===== src/rtl/conv_pkg.sv =====
// Shared state encoding and sizing helpers for the convolution pass controller.
package conv_pkg;

  typedef enum logic [2:0] {
    StIdle,
    StClear,
    StStream,
    StDrain,
    StFin
  } conv_state_e;

  // Output feature-map side length for an n x n map, k x k kernel and stride s.
  function automatic int unsigned OUT_DIM(input int unsigned n, input int unsigned k,
                                          input int unsigned s);
    return (n - k) / s + 1;
  endfunction

  // Cycles DRAIN may wait for the convolver pipeline to empty before giving up.
  function automatic int unsigned DRAIN_MAX(input int unsigned n, input int unsigned k);
    return n + k;
  endfunction

endpackage


===== src/rtl/conv_out_addr_gen.sv =====
// Output-buffer write address counter with the M-limit check and sticky error flag.
// Define CONV_CTRL_RELU_EN to clamp negative convolver results to zero on write.
module conv_out_addr_gen #(
  parameter int unsigned N      = 16,
  parameter int unsigned AW     = 16,
  parameter int unsigned CW     = 7,
  parameter int unsigned MaxOut = 64
) (
  input  logic          clk_i,
  input  logic          rst_ni,
  input  logic          clear_i,
  input  logic          accept_i,
  input  logic          timeout_i,
  input  logic [N-1:0]  op_i,
  output logic          wr_en_o,
  output logic [AW-1:0] wr_addr_o,
  output logic [N-1:0]  wr_data_o,
  output logic          full_o,
  output logic          err_o
);

  localparam logic [CW-1:0] MaxCnt = CW'(MaxOut);

  logic [CW-1:0] cnt_q, cnt_d;
  logic          err_q, err_d;

  assign full_o    = (cnt_q >= MaxCnt);
  assign wr_en_o   = accept_i && !full_o;
  assign wr_addr_o = AW'(cnt_q);
  assign err_o     = err_q;

`ifdef CONV_CTRL_RELU_EN
  assign wr_data_o = op_i[N-1] ? '0 : op_i;
`else
  assign wr_data_o = op_i;
`endif

  always_comb begin
    cnt_d = cnt_q;
    err_d = err_q;
    if (clear_i) begin
      cnt_d = '0;
      err_d = 1'b0;
    end else begin
      if (wr_en_o) begin
        cnt_d = cnt_q + 1'b1;
      end
      // A result beyond the expected map size, or a stalled pipeline, poisons the pass.
      if ((accept_i && full_o) || timeout_i) begin
        err_d = 1'b1;
      end
    end
  end

  always_ff @(posedge clk_i or negedge rst_ni) begin
    if (!rst_ni) begin
      cnt_q <= '0;
      err_q <= 1'b0;
    end else begin
      cnt_q <= cnt_d;
      err_q <= err_d;
    end
  end

endmodule


===== src/rtl/conv_ctrl.sv =====
// Convolution pass controller: streams an n x n activation map into the convolver and
// stores its results. Define CONV_CTRL_RELU_EN to zero negative results on write.
module conv_ctrl #(
  parameter int unsigned n  = 10,
  parameter int unsigned k  = 3,
  parameter int unsigned s  = 1,
  parameter int unsigned N  = 16,
  parameter int unsigned AW = 16
) (
  input  logic          clk,
  input  logic          global_rst_n,
  input  logic          start,
  output logic          busy,
  output logic          done,
  output logic          err,
  output logic          act_rd_en,
  output logic [AW-1:0] act_rd_addr,
  input  logic [N-1:0]  act_rd_data,
  output logic          conv_ce,
  output logic          conv_rst,
  output logic [N-1:0]  conv_act,
  input  logic [N-1:0]  conv_op,
  input  logic          conv_valid,
  input  logic          conv_end,
  output logic          out_wr_en,
  output logic [AW-1:0] out_wr_addr,
  output logic [N-1:0]  out_wr_data
);
  import conv_pkg::*;

  localparam int unsigned NPix     = n * n;
  localparam int unsigned CW       = $clog2(n * n + 1);
  localparam int unsigned OutCount = OUT_DIM(n, k, s) * OUT_DIM(n, k, s);
  localparam int unsigned DrainMax = DRAIN_MAX(n, k);
  localparam int unsigned DW       = $clog2(DrainMax + 1);

  // Reset asserts asynchronously but releases the FSM two clocks after deassertion.
  logic [1:0] rst_sync_q;
  logic       rst_n;

  always_ff @(posedge clk or negedge global_rst_n) begin
    if (!global_rst_n) begin
      rst_sync_q <= 2'b00;
    end else begin
      rst_sync_q <= {rst_sync_q[0], 1'b1};
    end
  end

  assign rst_n = rst_sync_q[1];

  conv_state_e   state_q, state_d;
  logic [CW-1:0] rd_addr_q, rd_addr_d;
  logic [DW-1:0] drain_q, drain_d;
  logic          rd_en_q;
  logic          full, timeout, accept, clear;

  always_comb begin
    state_d   = state_q;
    rd_addr_d = rd_addr_q;
    drain_d   = drain_q;
    timeout   = 1'b0;
    act_rd_en = 1'b0;
    done      = 1'b0;
    unique case (state_q)
      StIdle: begin
        if (start) state_d = StClear;
      end
      StClear: begin
        rd_addr_d = '0;
        drain_d   = '0;
        state_d   = StStream;
      end
      StStream: begin
        act_rd_en = 1'b1;
        if (rd_addr_q == CW'(NPix - 1)) begin
          state_d = StDrain;
        end else begin
          rd_addr_d = rd_addr_q + 1'b1;
        end
      end
      StDrain: begin
        if (full || conv_end) begin
          state_d = StFin;
        end else if (drain_q == DW'(DrainMax - 1)) begin
          timeout = 1'b1;
          state_d = StFin;
        end else begin
          drain_d = drain_q + 1'b1;
        end
      end
      StFin: begin
        done    = 1'b1;
        state_d = StIdle;
      end
      default: state_d = StIdle;
    endcase
  end

  always_ff @(posedge clk or negedge rst_n) begin
    if (!rst_n) begin
      state_q   <= StIdle;
      rd_addr_q <= '0;
      drain_q   <= '0;
      rd_en_q   <= 1'b0;
    end else begin
      state_q   <= state_d;
      rd_addr_q <= rd_addr_d;
      drain_q   <= drain_d;
      rd_en_q   <= act_rd_en;
    end
  end

  assign busy        = (state_q != StIdle);
  assign conv_rst    = !rst_n || (state_q == StClear);
  assign act_rd_addr = AW'(rd_addr_q);
  assign conv_ce     = rd_en_q || (state_q == StDrain);
  // Once the final RAM word has been consumed, DRAIN feeds zeros to flush the pipeline.
  assign conv_act    = (state_q == StDrain && !rd_en_q) ? '0 : act_rd_data;
  assign accept      = conv_valid && (state_q == StStream || state_q == StDrain);
  assign clear       = (state_q == StClear);

  conv_out_addr_gen #(
    .N      (N),
    .AW     (AW),
    .CW     (CW),
    .MaxOut (OutCount)
  ) u_out_addr_gen (
    .clk_i     (clk),
    .rst_ni    (rst_n),
    .clear_i   (clear),
    .accept_i  (accept),
    .timeout_i (timeout),
    .op_i      (conv_op),
    .wr_en_o   (out_wr_en),
    .wr_addr_o (out_wr_addr),
    .wr_data_o (out_wr_data),
    .full_o    (full),
    .err_o     (err)
  );

endmodule

===== config.mk =====
export PLATFORM = sky130hd
export DESIGN_NAME = conv_ctrl
export DESIGN_NICKNAME = d
export VERILOG_FILES = /design/src/rtl/conv_pkg.sv /design/src/rtl/conv_out_addr_gen.sv /design/src/rtl/conv_ctrl.sv
export SDC_FILE = /design/constraint.sdc
export NUM_CORES = 1
export LEC_CHECK = 0
export BUFFER_PORTS_ARGS = -buffer_cell sky130_fd_sc_hd__buf_2
export CORE_MARGIN = 2
export CORE_UTILIZATION = 35
export CTS_BUF_LIST = sky130_fd_sc_hd__clkbuf_8 sky130_fd_sc_hd__clkbuf_16
export CTS_CLUSTER_DIAMETER = 80
export DETAILED_ROUTE_END_ITERATION = 10
export PLACE_DENSITY = 0.68
export SLEW_MARGIN = 20
export SYNTH_ARGS = -nofsm -noshare
export SYNTH_HDL_FRONTEND = slang
export SYNTH_HIERARCHICAL = 1
export SYNTH_SLANG_ARGS = --single-unit

===== constraint.sdc =====
create_clock -name clk -period 3.6 [get_ports clk]
set_input_delay 0.18 -clock clk [delete_from_list [all_inputs] [get_ports clk]]
set_output_delay 0.18 -clock clk [all_outputs]
set_load 0.02 [all_outputs]

==> reports/summary.json, run 1 <==
{
  "drt-wirelength-per-cell": {"value": 11.4, "unit": "um"},
  "total_power": {"value": 1.38, "unit": "mW"},
  "cp-startpoint": {"value": "state_q[2]$_DFFE_PN0P_"},
  "cts_buffers": {"value": 3},
  "initial_core_util": {"value": 36.2, "unit": "%"},
  "critical_path.top_delay_family": {"value": "simple AND/OR/NAND/NOR gates"},
  "port_buffers": {"value": 57},
  "design.die.area": {"value": 5420, "unit": "um^2"},
  "global_route_wire_length_before_repair": {"value": 4810, "unit": "um"},
  "clock_sinks": {"value": 25},
  "cp-endpoint": {"value": "rd_addr_q[6]$_DFFE_PN0P_"},
  "grt_setup_unrepaired": {"value": "no"},
  "layout.nets": {"value": 261},
  "clk-insertion-delay-late": {"value": 0.26, "unit": "ns"},
  "max_clock_freq": {"value": 466, "unit": "MHz"},
  "regToRegEndpoint": {"value": "rd_addr_q[6]$_DFFE_PN0P_"},
  "drt_pass1_iterations": {"value": 4},
  "async_reset_ff_share": {"value": 100, "unit": "%"},
  "synth_warnings": {"value": 6},
  "clkSlewWorstSetupHoldPaths": {"value": 0.08, "unit": "ns"},
  "post_drt_via_cell_ratio": {"value": 4.68},
  "wl_met3": {"value": 249, "unit": "um"},
  "transition_time_at_the_pin_with_the_least_slew_margin": {"value": 0.811, "unit": "ns"},
  "drc": {"value": 0},
  "met2_length": {"value": 1430, "unit": "um"},
  "detailed_place.area": {"value": 1820, "unit": "um^2"},
  "totalNegativeSetupSlack": {"value": 0, "unit": "ns"},
  "seq_area_frac_synth": {"value": 36.9, "unit": "%"},
  "drt_first_iter_violations": {"value": 36},
  "antenna_cells": {"value": 0},
  "slew_headroom": {"value": 45.7, "unit": "%"},
  "synth_top_cell_area_share": {"value": 36.9, "unit": "%"},
  "cp_common_cell": {"value": "nor2_1"},
  "final_instance_area": {"value": 1880, "unit": "um^2"},
  "result_of_the_run": {"value": "finished clean"},
  "slew_violations": {"value": 0},
  "area_growth_syn_to_layout": {"value": 10.8, "unit": "%"},
  "final_hold_violations": {"value": 0},
  "globalplace.congestion": {"value": 0.775},
  "post_synth.cell_area_avg": {"value": 9.43, "unit": "um^2"},
  "fp.dieW": {"value": 73.6, "unit": "um"},
  "power_leakage": {"value": 0.985, "unit": "nW"},
  "ys_dominant_reg_cell": {"value": "dfrtp_1"},
  "antenna_violating_nets_post_route": {"value": 0},
  "critical_path_rt": {"value": 3.75, "unit": "ns"},
  "maximum_buffer_depth_of_the_clock_tree": {"value": 2},
  "path_depth": {"value": 4},
  "h-tree-depth": {"value": 1},
  "maxCapViolCount": {"value": 0},
  "finalClockSkew": {"value": 0.00730, "unit": "ns"},
  "critical-path-max-stage-delay": {"value": 0.67, "unit": "ns"},
  "num_vias": {"value": 1273},
  "end_kind": {"value": "flop"},
  "synth-edff-count": {"value": 0},
  "first_global_vias": {"value": 1095},
  "antenna_found_initial": {"value": 0},
  "place.detailed.hpwl": {"value": 2410, "unit": "um"},
  "regToRegStartpoint": {"value": "state_q[2]$_DFFE_PN0P_"},
  "i_o_pin_count": {"value": 108},
  "timing.setup.critical_path_class": {"value": "flop to flop"},
  "critPathBufInv": {"value": 0},
  "period_needed": {"value": 2.15, "unit": "ns"},
  "vdd_ir_drop_max": {"value": 479, "unit": "uV"},
  "pwr_density_cell": {"value": 733, "unit": "nW/um^2"},
  "critical_path_arrival": {"value": 2.30, "unit": "ns"},
  "finalCritPeriodShare": {"value": 59.7, "unit": "%"},
  "hold_removal_path_class": {"value": "input port to flop"},
  "top_layer_used": {"value": "met4"},
  "yosys.cell_types.count": {"value": 42},
  "netlist_top_cells_count": {"value": "buf_4, dfrtp_1, nor2b_1"},
  "critical_path_peak_fanout": {"value": 13},
  "synth_area_leaders": {"value": "dfrtp_1, buf_4, nor2b_1, ha_1, nor2_1"},
  "gr-usage-all-layers": {"value": 11.2, "unit": "%"},
  "cpMaxStageDelayCell": {"value": "nor2_1"},
  "synthMostInstantiatedCell": {"value": "buf_4"},
  "setup_viol": {"value": 0},
  "synth_area": {"value": 1700, "unit": "um^2"},
  "cts-root-buf": {"value": "clkbuf_8"},
  "synth_seq_cells": {"value": 25},
  "synth_largest_area_cell": {"value": "dfrtp_1"},
  "critPathLaunchType": {"value": "flop"},
  "drive_gt1_share": {"value": 32.6, "unit": "%"},
  "critical_path.cell_chain": {"value": "nand2b_1 > nor2_1 > nor2_1 > a211o_1"},
  "r2r.worst_path.cells": {"value": 4},
  "finalWirelength": {"value": 3090, "unit": "um"},
  "grt_start_max_net_pins": {"value": 25},
  "wirelength_met1": {"value": 1390, "unit": "um"},
  "syn-instance-count": {"value": 180},
  "core_area": {"value": 4690, "unit": "um^2"},
  "hold_slack": {"value": 0.176, "unit": "ns"},
  "chipHeight": {"value": 73.6, "unit": "um"},
  "std_cell_rows": {"value": 25},
  "clock_tree_from_tritoncts": {"value": "yes"},
  "overflow": {"value": 0},
  "worst-r2r-setup-slack": {"value": 1.45, "unit": "ns"}
}
stage by stage:
stage / setup slack [ns] / util [%] / cells
floorplan: 1.83 / - / 196
global route: 1.23 / 40.1 / 272
CTS: 1.40 / 40.1 / 272
finish: 1.45 / 40.1 / 272
global placement: 1.54 / 38.9 / 267
detailed placement: 1.44 / 38.9 / 267
worst min-delay path, delay by kind of cell:
family | cells | cell delay [ns]
AO/OA/AOI/OAI | 1 | 0.07
buffers and inverters | 1 | 0.10
AND/OR/NAND/NOR | 1 | 0.05
power breakdown:
group	leakage [nW]	internal (mW)	switching (mW)
registers	0.317	0.372	0.133
clock network	0.0255	0.0772	0.0845
logic	0.643	0.281	0.429
cells by family (layout without fill, tap and decap cells):
family	Yosys count	after routing	synth area share, %
AOI/OAI and AO/OA	19	19	9.44
buffers and inverters	46	68	18.4
adders and majority gates	5	5	3.69
xor gates and xnor gates	5	5	2.58
and+or+nand+nor	70	70	23.7
DFF	25	25	36.9
other	3	19	0.664
muxes	7	7	4.57
state kept, by name, summed over array words and instances (netlist names):
signal and flops:
rd_addr_q 7, drain_q 4, u_out_addr_gen/err_o 1, u_out_addr_gen/cnt_q 7
rst_sync_q 2, state_q 3, rd_en_q 1
final cells by class:
type | count | area, um^2
multi-input combinational | 125 | 818
timing repair buffer | 59 | 303
tap | 54 | 67.6
sequential | 25 | 626
clock inverter | 1 | 5.00
clock buffer | 3 | 41.3
fill | 490 | 2810
inverter | 5 | 18.8
routing by layer:
metal  vias to the layer above  track usage [%]
met5                         -                0
met4                         0             2.63
met3                         2             3.16
met2                        54             18.8
met1                       591             14.3
li1                        626                -
worst min path at each step:
stage                       from                 endpoint  cells after the start  slack [ns]
global route               start   state_q[0]$_DFFE_PN0P_                      3        0.18
global placement    global_rst_n  rst_sync_q[0]$_DFF_PN0_                      1       -0.03
floorplan           global_rst_n  rst_sync_q[0]$_DFF_PN0_                      0       -0.12
finish                     start   state_q[0]$_DFFE_PN0P_                      3        0.18
detailed placement  global_rst_n  rst_sync_q[1]$_DFF_PN0_                      1       -0.03
CTS                        start   state_q[0]$_DFFE_PN0P_                      3        0.17
timing repair:
| action | CTS | global route |
|---|---|---|
| hold endpoints to repair | 2 | 0 |
| gates resized for setup | 0 | 0 |
| hold buffers | 1 | 0 |
| buffers inserted | 0 | 0 |
cell usage in the layout, fill, tap and decap left out, types with 2 or more instances in the layout:
cell type  count
a211oi_1       3
a22o_1         5
and3_1         3
buf_2         57
clkbuf_8       3
conb_1        19
dfrtp_1       25
ha_1           5
inv_1          5
mux2_1         4
mux2_2         2
nand2_1        7
nand2b_1       2
nand3_1        4
nand3b_1       2
nand4_1        6
nor2_1        15
nor2b_1       20
o21ai_0        4
xnor2_1        2
xor2_1         3
(Power assumes the default switching activity.)
==> run 2, diff against run 1 <==
--- a/config.mk
+++ b/config.mk
@@ -5,13 +5,14 @@
 export SDC_FILE = /design/constraint.sdc
 export NUM_CORES = 1
 export LEC_CHECK = 0
+export ABC_AREA = 1
 export BUFFER_PORTS_ARGS = -buffer_cell sky130_fd_sc_hd__buf_2
 export CORE_MARGIN = 2
 export CORE_UTILIZATION = 35
 export CTS_BUF_LIST = sky130_fd_sc_hd__clkbuf_8 sky130_fd_sc_hd__clkbuf_16
 export CTS_CLUSTER_DIAMETER = 80
 export DETAILED_ROUTE_END_ITERATION = 10
-export PLACE_DENSITY = 0.68
+export PLACE_DENSITY = 0.67
 export SLEW_MARGIN = 20
 export SYNTH_ARGS = -nofsm -noshare
 export SYNTH_HDL_FRONTEND = slang
==> constraint.sdc (replaced) <==
create_clock -name clk -period 2.1 [get_ports clk]
set_input_delay 0.105 -clock clk [delete_from_list [all_inputs] [get_ports clk]]
set_output_delay 0.105 -clock clk [all_outputs]
set_load 0.02 [all_outputs]
==> run 2 against run 1 <==
  * Sequential power up 50%
  * Hold slack worse by 0.043 ns
  * Sequential share of layout area fell by 1.9 points
  * Critical endpoint is now conv_act[2]
  * Cell count is 29% higher
  * Clock skew about the same
  * Count of clock-buffer cells in the layout is the same
  * Wire length up 15%
  * Critical path depth rose by 2
==> reports/summary.json, run 2 <==
{
  "commonest_cells_after_routing_fill_and_taps_aside": {"value": "buf_2, inv_1, nor2_1, nand2_1, dfrtp_1"},
  "final_hold_violations": {"value": 0},
  "synth_area": {"value": 1770, "unit": "um^2"},
  "critical_path_arrival": {"value": 1.53, "unit": "ns"},
  "vdd_ir_drop_max": {"value": 655, "unit": "uV"},
  "drc": {"value": 0},
  "finalClockSkew": {"value": 0.00698, "unit": "ns"},
  "critical-path-max-stage-delay": {"value": 0.40, "unit": "ns"},
  "h-tree-depth": {"value": 1},
  "setup_fix_bufs_post_cts": {"value": 0},
  "timing.setup.critical_path_class": {"value": "flop to output port"},
  "pwr_density_cell": {"value": 1140, "unit": "nW/um^2"},
  "critical_path_peak_fanout": {"value": 16},
  "synth_area_leaders": {"value": "dfrtp_1, buf_4, inv_1, nand2_1, nor2_1"},
  "i_o_pin_count": {"value": 108},
  "drt_pass1_iterations": {"value": 4},
  "critPathLaunchType": {"value": "flop"},
  "core_area": {"value": 4790, "unit": "um^2"},
  "cts_buffers": {"value": 3},
  "result_of_the_run": {"value": "finished clean"},
  "worst-r2r-setup-slack": {"value": 0.64, "unit": "ns"},
  "critical_path.cell_chain": {"value": "inv_2 > nor2_2 > nand2_2 > nor2_4 > nor2_1 > buf_2"},
  "regToRegEndpoint": {"value": "drain_q[3]$_DFFE_PN0P_"},
  "slew_violations": {"value": 0},
  "antenna_found_initial": {"value": 0},
  "globalplace.congestion": {"value": 0.882},
  "global_route_wire_length_before_repair": {"value": 5600, "unit": "um"},
  "end_kind": {"value": "output port"},
  "initial_core_util": {"value": 36.9, "unit": "%"},
  "gr-usage-all-layers": {"value": 12.5, "unit": "%"},
  "synthMostInstantiatedCell": {"value": "inv_1"},
  "cpMaxStageDelayCell": {"value": "dfrtp_1"},
  "critical_path_rt": {"value": 2.00, "unit": "ns"},
  "async_reset_ff_share": {"value": 100, "unit": "%"},
  "syn-instance-count": {"value": 241},
  "area_growth_syn_to_layout": {"value": 12.6, "unit": "%"},
  "std_cell_rows": {"value": 25},
  "clock_tree_from_tritoncts": {"value": "yes"},
  "maxCapViolCount": {"value": 0},
  "multiInputGateArea": {"value": 762, "unit": "um^2"},
  "design.die.area": {"value": 5640, "unit": "um^2"},
  "power_leakage": {"value": 1.16, "unit": "nW"},
  "regToRegStartpoint": {"value": "drain_q[0]$_DFFE_PN0P_"},
  "ys_dominant_reg_cell": {"value": "dfrtp_1"},
  "clkSlewWorstSetupHoldPaths": {"value": 0.09, "unit": "ns"},
  "clk-insertion-delay-late": {"value": 0.27, "unit": "ns"},
  "synth_top_cell_area_share": {"value": 35.4, "unit": "%"},
  "maximum_buffer_depth_of_the_clock_tree": {"value": 2},
  "num-fill-cells": {"value": 510},
  "fp.dieW": {"value": 75.1, "unit": "um"},
  "r2r.worst_path.cells": {"value": 7},
  "drt-wirelength-per-cell": {"value": 10.2, "unit": "um"},
  "drive_gt1_share": {"value": 28.9, "unit": "%"},
  "netlist_top_cells_count": {"value": "inv_1, buf_4, nand2_1, nor2_1, dfrtp_1"},
  "synth_warnings": {"value": 6},
  "antenna_cells": {"value": 0},
  "first_global_vias": {"value": 1346},
  "finalCritPeriodShare": {"value": 77.7, "unit": "%"},
  "cts-hold-fix-buffers": {"value": 1},
  "placement.setup.worst_slack": {"value": 0.653, "unit": "ns"},
  "seq_area_frac_synth": {"value": 35.4, "unit": "%"},
  "drt_first_iter_violations": {"value": 56},
  "largestRegisters": {"value": "rd_addr_q: 7 flops, u_out_addr_gen/cnt_q: 7 flops, drain_q: 4 flops"},
  "chipHeight": {"value": 75.1, "unit": "um"},
  "antenna_violating_nets_post_route": {"value": 0},
  "num_vias": {"value": 1500},
  "period_needed": {"value": 1.63, "unit": "ns"},
  "finalWirelength": {"value": 3570, "unit": "um"},
  "hold_slack": {"value": 0.134, "unit": "ns"},
  "synth-edff-count": {"value": 0},
  "max_clock_freq": {"value": 613, "unit": "MHz"},
  "synth_seq_cells": {"value": 25},
  "clock_sinks": {"value": 25},
  "yosys.cell_types.count": {"value": 30},
  "hold_removal_path_class": {"value": "input port to async pin"},
  "cts-root-buf": {"value": "clkbuf_8"},
  "cts.repair.resized": {"value": 0},
  "totalNegativeSetupSlack": {"value": 0, "unit": "ns"},
  "grt_start_max_net_pins": {"value": 25},
  "seq_area": {"value": 626, "unit": "um^2"},
  "port_buffers": {"value": 57},
  "synth_largest_area_cell": {"value": "dfrtp_1"},
  "grt_setup_unrepaired": {"value": "no"},
  "most_common_cell_after_layout_fill_and_taps_aside": {"value": "buf_2"},
  "post_drt_via_cell_ratio": {"value": 4.27},
  "place.detailed.hpwl": {"value": 2800, "unit": "um"},
  "post_synth.cell_area_avg": {"value": 7.34, "unit": "um^2"},
  "setup_ws": {"value": 0.468, "unit": "ns"},
  "layout.nets": {"value": 327},
  "overflow": {"value": 0},
  "setup_viol": {"value": 0}
}
-- run 2: changes by cell type in the layout (fill, tap and decap cells not counted), moves of 3 or more --
cell / previous run / this run
a22o_1: 5 / 0
nor2_4: 0 / 3
o21ai_0: 4 / 7
nand2_1: 7 / 34
mux2_1: 4 / 0
nor2_1: 15 / 34
nor2b_1: 20 / 0
nand3_1: 4 / 16
inv_2: 0 / 4
inv_1: 5 / 40
a211oi_1: 3 / 0
nand4_1: 6 / 3
a21oi_1: 0 / 8
-- run 2: worst max path at each step --
stage                                    end                startpoint  slack [ns]  depth (start not counted)
finish                           conv_act[2]    state_q[0]$_DFFE_PN0P_        0.47                          6
global route                     conv_act[1]    state_q[0]$_DFFE_PN0P_        0.31                          6
CTS                             conv_act[12]    state_q[0]$_DFFE_PN0P_        0.43                          6
detailed placement    drain_q[0]$_DFFE_PN0P_    drain_q[0]$_DFFE_PN0P_        0.65                          6
global placement      drain_q[3]$_DFFE_PN0P_    drain_q[0]$_DFFE_PN0P_        0.72                          7
floorplan           rd_addr_q[5]$_DFFE_PN0P_  rd_addr_q[0]$_DFFE_PN0P_        0.75                          8
-- run 2: final cells by class --
class                      count  area share [%]
multi-input combinational    151            38.3
inverter                      45            8.55
clock buffer                   3            2.07
tap                           67            4.21
clock inverter                 1           0.251
timing repair buffer          59            15.2
sequential                    25            31.4
-- run 2: power breakdown --
part           total [mW]  switching (mW)  internal, mW
registers           0.760           0.157         0.604
clock network       0.284           0.152         0.133
logic                1.22           0.838         0.380
total                2.26            1.15          1.12
-- run 2: routing by layer --
layer / wire [um] / vias to the layer above / share of wire, % / GRT usage [%]
met2: 1740 / 59 / 49 / 21.1
met4: 18 / 0 / 0.50 / 4.37
met1: 1570 / 673 / 44 / 16.5
met3: 241 / 4 / 6.8 / 1.61
li1: - / 764 / - / -
met5: 0 / - / 0 / 0
-- run 2: cells by family (layout without fill, tap and decap cells) --
family | after synthesis | in the layout | synth area share (%)
simple gates | 106 | 106 | 28.5
buf+inv | 81 | 108 | 24.9
flops | 25 | 25 | 35.4
compound gates | 19 | 19 | 6.02
fa+ha+maj | 5 | 5 | 3.54
other cells | 3 | 19 | 0.637
xor+xnor | 1 | 1 | 0.495
mux | 1 | 1 | 0.566
-- run 2: stage by stage --
stage / instance area [um^2] / cells / utilization [%] / total power, mW
6_report: 1990 / 351 / 41.6 / 2.26
4_1_cts: 1990 / 351 / 41.6 / 2.28
5_1_grt: 1990 / 351 / 41.6 / 2.46
3_3_place_gp: 1930 / 346 / 40.4 / 1.97
3_5_place_dp: 1930 / 346 / 40.4 / 1.99
2_1_floorplan: 1830 / 257 / - / 1.71
-- run 2: critical path, delay by kind of cell (launching register included) --
| kind | cells | cell delay [ns] |
|---|---|---|
| simple gates | 4 | 0.65 |
| flops | 1 | 0.40 |
| buf+inv | 2 | 0.21 |
